### src/rtl/freq_counter_pkg.sv
// ---------------------------------------------------------------------------
// freq_counter_pkg
//   Shared constants for the frequency-counter display path.
//   - SEG_*      : active-high 7-segment patterns, bit0=a ... bit6=g
//   - DIGIT_*    : encoding of the digit-select output
// ---------------------------------------------------------------------------
package freq_counter_pkg;

    localparam logic [6:0] SEG_0     = 7'h3F;
    localparam logic [6:0] SEG_1     = 7'h06;
    localparam logic [6:0] SEG_2     = 7'h5B;
    localparam logic [6:0] SEG_3     = 7'h4F;
    localparam logic [6:0] SEG_4     = 7'h66;
    localparam logic [6:0] SEG_5     = 7'h6D;
    localparam logic [6:0] SEG_6     = 7'h7D;
    localparam logic [6:0] SEG_7     = 7'h07;
    localparam logic [6:0] SEG_8     = 7'h7F;
    localparam logic [6:0] SEG_9     = 7'h6F;
    localparam logic [6:0] SEG_DASH  = 7'h40;  // non-BCD input: segment g only
    localparam logic [6:0] SEG_BLANK = 7'h00;

    localparam logic DIGIT_TENS  = 1'b1;
    localparam logic DIGIT_UNITS = 1'b0;

endpackage

### src/rtl/bcd_to_7seg.sv
// ---------------------------------------------------------------------------
// bcd_to_7seg
//   Purely combinational BCD to 7-segment decoder.
//   Ports:
//     bcd  in  [3:0]  digit code; 10..15 are not BCD and decode to a dash
//     seg  out [6:0]  active-high segments, bit0=a ... bit6=g
// ---------------------------------------------------------------------------
module bcd_to_7seg
    import freq_counter_pkg::*;
(
    input  logic [3:0] bcd,
    output logic [6:0] seg
);

    always_comb begin
        seg = SEG_DASH;
        case (bcd)
            4'd0:    seg = SEG_0;
            4'd1:    seg = SEG_1;
            4'd2:    seg = SEG_2;
            4'd3:    seg = SEG_3;
            4'd4:    seg = SEG_4;
            4'd5:    seg = SEG_5;
            4'd6:    seg = SEG_6;
            4'd7:    seg = SEG_7;
            4'd8:    seg = SEG_8;
            4'd9:    seg = SEG_9;
            default: seg = SEG_DASH;
        endcase
    end

endmodule

### src/rtl/digit_display_driver.sv
// ---------------------------------------------------------------------------
// digit_display_driver
//   Latches a two-digit BCD result on a load strobe and drives a two-digit
//   multiplexed 7-segment display over one shared, fully registered segment
//   bus. A free-running refresh counter swaps the shown digit every
//   REFRESH_PERIOD cycles.
//
//   Parameters:
//     REFRESH_PERIOD  cycles each digit is shown (>= 2)
//     REFRESH_BITS    refresh counter width, must hold REFRESH_PERIOD-1
//
//   Ports:
//     clk         in   system clock, rising edge
//     reset       in   synchronous active-high reset
//     load        in   one-cycle strobe capturing ten_count/unit_count
//     ten_count   in   [3:0] BCD tens digit
//     unit_count  in   [3:0] BCD units digit
//     segments    out  [6:0] active-high segments, bit0=a ... bit6=g
//     digit       out  1 = tens shown, 0 = units shown
//
//   Build option:
//     LEADING_ZERO_BLANK_EN  when defined, a zero tens digit is blanked.
// ---------------------------------------------------------------------------
module digit_display_driver
    import freq_counter_pkg::*;
#(
    parameter int REFRESH_PERIOD = 100,
    parameter int REFRESH_BITS   = 7
) (
    input  logic       clk,
    input  logic       reset,
    input  logic       load,
    input  logic [3:0] ten_count,
    input  logic [3:0] unit_count,
    output logic [6:0] segments,
    output logic       digit
);

    localparam logic [REFRESH_BITS-1:0] REFRESH_LAST = REFRESH_BITS'(REFRESH_PERIOD - 1);

    logic [3:0]              tens_q,     tens_d;
    logic [3:0]              units_q,    units_d;
    logic [REFRESH_BITS-1:0] refresh_q,  refresh_d;
    logic                    digit_q,    digit_d;
    logic [6:0]              segments_q, segments_d;

    logic                    refresh_wrap;
    logic [3:0]              shown_bcd;
    logic [6:0]              shown_seg;

    // Refresh counter and digit select run independently of load.
    always_comb begin
        refresh_wrap = (refresh_q == REFRESH_LAST);
        refresh_d    = refresh_wrap ? '0 : refresh_q + REFRESH_BITS'(1);
        digit_d      = refresh_wrap ? ~digit_q : digit_q;

        tens_d  = tens_q;
        units_d = units_q;
        if (load) begin
            tens_d  = ten_count;
            units_d = unit_count;
        end
    end

    // Decode the digit that becomes visible at this edge, using the latch
    // contents from before the edge, so digit and segments switch together.
    always_comb begin
        shown_bcd = (digit_d == DIGIT_TENS) ? tens_q : units_q;
    end

    bcd_to_7seg u_dec (
        .bcd (shown_bcd),
        .seg (shown_seg)
    );

    always_comb begin
        segments_d = shown_seg;
`ifdef LEADING_ZERO_BLANK_EN
        if ((digit_d == DIGIT_TENS) && (tens_q == 4'd0)) begin
            segments_d = SEG_BLANK;
        end
`else
`endif
    end

    always_ff @(posedge clk) begin
        if (reset) begin
            tens_q     <= 4'd0;
            units_q    <= 4'd0;
            refresh_q  <= '0;
            digit_q    <= DIGIT_UNITS;
            segments_q <= SEG_BLANK;
        end else begin
            tens_q     <= tens_d;
            units_q    <= units_d;
            refresh_q  <= refresh_d;
            digit_q    <= digit_d;
            segments_q <= segments_d;
        end
    end

    assign segments = segments_q;
    assign digit    = digit_q;

endmodule

### config.mk
export PLATFORM = sky130hd
export DESIGN_NAME = digit_display_driver
export DESIGN_NICKNAME = d
export VERILOG_FILES = /design/src/rtl/freq_counter_pkg.sv /design/src/rtl/bcd_to_7seg.sv /design/src/rtl/digit_display_driver.sv
export SDC_FILE = /design/constraint.sdc
export NUM_CORES = 1
export LEC_CHECK = 0
export ABC_AREA = 1
export CAP_MARGIN = 15
export CORE_ASPECT_RATIO = 1.2
export CORE_MARGIN = 1.5
export CORE_UTILIZATION = 45
export CTS_BUF_LIST = sky130_fd_sc_hd__clkbuf_4
export DETAILED_ROUTE_END_ITERATION = 7
export PLACE_DENSITY = 0.75
export SLEW_MARGIN = 20
export SYNTH_ARGS = -nofsm -noshare
export SYNTH_HDL_FRONTEND = slang
export SYNTH_SLANG_ARGS = --single-unit
### constraint.sdc
create_clock -name clk -period 2.2 [get_ports clk]
set_clock_uncertainty 0.2 [all_clocks]
set_input_delay 0.55 -clock clk [delete_from_list [all_inputs] [get_ports clk]]
set_output_delay 0.55 -clock clk [all_outputs]
set_load 0.02 [all_outputs]
==> flow_summary.toml <==
[floorplan]
die-area_sq_um = 2870
floorplan.initialDensity_pct = 48.9
core-area_sq_um = 2350
num_io_pins = 19
die_y_microns = 58.4
rows = 19
die_w_microns = 49.1

[route]
drt-pass1-iter-count = 5
wl_per_cell_microns = 10.3
via_per_inst = 4.80
num_vias = 984
ant_nets = 0
wl_met3_microns = 64
drc = 0
met2_length_microns = 1070
topRoutingLayerUsed = "met4"
drt-met1-wl_microns = 935
wl_microns = 2110
drt_iter0_drc = 17

[setup_path]
critical-path-top-delay-family = "buffers and inverters"
cp_data_arrival_time_ns = 1.38
required_ns = 1.45
end_kind = "output pin"
crit_type = "reg -> out"
cp_num_buf_inv = 1
cpPeakStageDelay_ns = 0.63
cp_slowest_cell = "clkdlybuf4s50_1"
cp-start-kind = "flip-flop"
path_cells = "clkdlybuf4s50_1"
crit_fanout = 4

[global_route]
grt_usage_pct = 16.3
grt_remaining_overflow = 0
grt_pass1_vias = 929
grt_pass1_wl_microns = 3730
grt_max_degree = 14
grt_antenna_before_repair = 0

[logic_synthesis]
syn_area_sq_um = 1150
synth_nets = 166
yosysTopAreaCell = "dfxtp_1"
post_synth.cell_area_avg_sq_um = 7.77
synth_most_common_cell = "dfxtp_1"
synth_top_area_share_pct = 40.0
ys_seq_elements = 23
synth_common_cells = "dfxtp_1 (23), nand2_1 (22), nor2_1 (19)"
ys_seq_area_share_pct = 40.0
synth_edf_count = 0
ys_types = 23
synth_flop_cell = "dfxtp_1"
synth.area.top_cells = "dfxtp_1 (40%), ha_1 (7.6%), nand2_1 (7.2%)"
async_reset_ff_share_pct = 0
syn_inst = 148
ys_warn_count = 0

[sta]
slew_headroom_pct = 80.8
worstMarginPinSlew_ns = 0.288
max_clock_freq_mhz = 470
finalSetupViolations = 0
rsz0062_at_grt = "true"
fin_ws_ns = 0.0730
hold_violations = 0
final.setup.tns_ns = 0
fin_crit_ns = 2.13
fin_crit_sh_pct = 96.7
slew_viol_final = 0

[clock_tree]
cts_made_buffers = 3
root_buffer = "clkbuf_4"
cts-hold-fix-buffers = 0
cts.sinks = 23
clkTransAtPathRegs_ns = 0.13
clk_latency_ns = 0.31
clock_path_buffers = 2
cts_max_level = 1
cts_tree = "built"

[layout]
drive_gt1_share_pct = 22.4
ff_latch_area_sq_um = 463
postLayoutCoreUtil_pct = 62.7
multi_input_area_sq_um = 647
antennaDiodeCount = 0
finalInstanceArea_sq_um = 1480
fillers = 206
syn_to_final_growth_pct = 28.4
final_nets = 193

[placed_design]
place_congestion = 0.789
io_buffers = 18
place_area_sq_um = 1390
pre_cts_slack_ns = 0.00297
hpwl_microns = 1640

[power_and_ir_drop]
intPower_uw = 596
p_seq_share_pct = 55.4
switching_share_pct = 28.0
p_leak_uw = 0.000644
p_comb_share_pct = 21.0
p_sw_uw = 232
pwr-share-clk_pct = 23.5
ir_drop_mv = 0.368
pwr_density_cell_nw_per_um2 = 561

[run]
maxCapViolCount = 0

[outcome]
run_status = "complete, no violations"

[hold_path]
hold_path_class = "reg -> reg"
-- stage by stage --
step           instances  total power, uW  hold slack, ns
6_report             205              828           0.290
5_1_grt              205              877           0.336
4_1_cts              203              823           0.275
3_5_place_dp         199              631           0.256
3_3_place_gp         199              627           0.231
2_1_floorplan        148              563           0.218
-- final timing paths --
path	from	endpoint	slack (ns)	cells past startpoint
worst max-delay path	digit	digit	0.07	1
worst min-delay path	units_q[1]	units_q[1]	0.29	2
worst max register to register	refresh_q[0]	segments[3]	0.10	13
worst min register to register	units_q[1]	units_q[1]	0.29	2
-- layout make-up --
class | instances | share of cell area (%)
Multi-Input combinational cell | 103 | 43.8
Timing Repair Buffer | 24 | 15.3
Inverter | 20 | 5.08
Tap cell | 31 | 2.63
Clock buffer | 3 | 1.53
Sequential cell | 23 | 31.4
Clock inverter | 1 | 0.339
-- state kept, by name, indices dropped and copies added, names as in the netlist --
register	cells
refresh_q	7
segments	7
tens_q	4
units_q	4
digit	1
-- layout by cell type, fill, tap and decap left out, drive strengths merged --
cell           synthesis  layout
nand2                 33      33
dfxtp                 23      23
nor2                  22      22
inv                   20      20
clkdlybuf4s50          0      18
nand3                 13      13
a21oi                 12      12
o21ai                 10      10
ha                     7       7
buf                    0       6
clkbuf                 2       3
nor3                   2       2
nor4                   1       1
nand4                  1       1
nor3b                  1       1
xnor2                  1       1
clkinv                 0       1
-- cell families (layout without fill, tap and decap cells) --
kind of cell | count (synthesis) | count (layout) | share of synthesized area [%]
and+or+nand+nor | 73 | 73 | 33.8
xor gates and xnor gates | 1 | 1 | 0.762
AOI/OAI and AO/OA | 22 | 22 | 10.6
DFF | 23 | 23 | 40.0
adders and majority gates | 7 | 7 | 7.62
buffers and inverters | 22 | 48 | 7.18
-- layer usage --
layer | global-route usage, % | up-vias
li1 | - | 521
met1 | 18.9 | 436
met2 | 30.5 | 22
met3 | 2.28 | 5
met4 | 6.12 | 0
met5 | 0 | -
-- power by group through the flow --
stage          clock, uW  combinational [uW]  sequential (uW)
6_report             195                 174              459
5_1_grt              220                 195              463
4_1_cts              199                 167              457
3_5_place_dp           0                 165              466
3_3_place_gp           0                 162              465
2_1_floorplan          0                81.2              482
-- repair_timing --
action | CTS | global route
setup buffers | 0 | 2
gates resized for setup | 1 | 9
pin swaps | 0 | 2
endpoints found under the setup margin | 4 | 7
No activity file was read; power rests on OpenSTA's default activity.
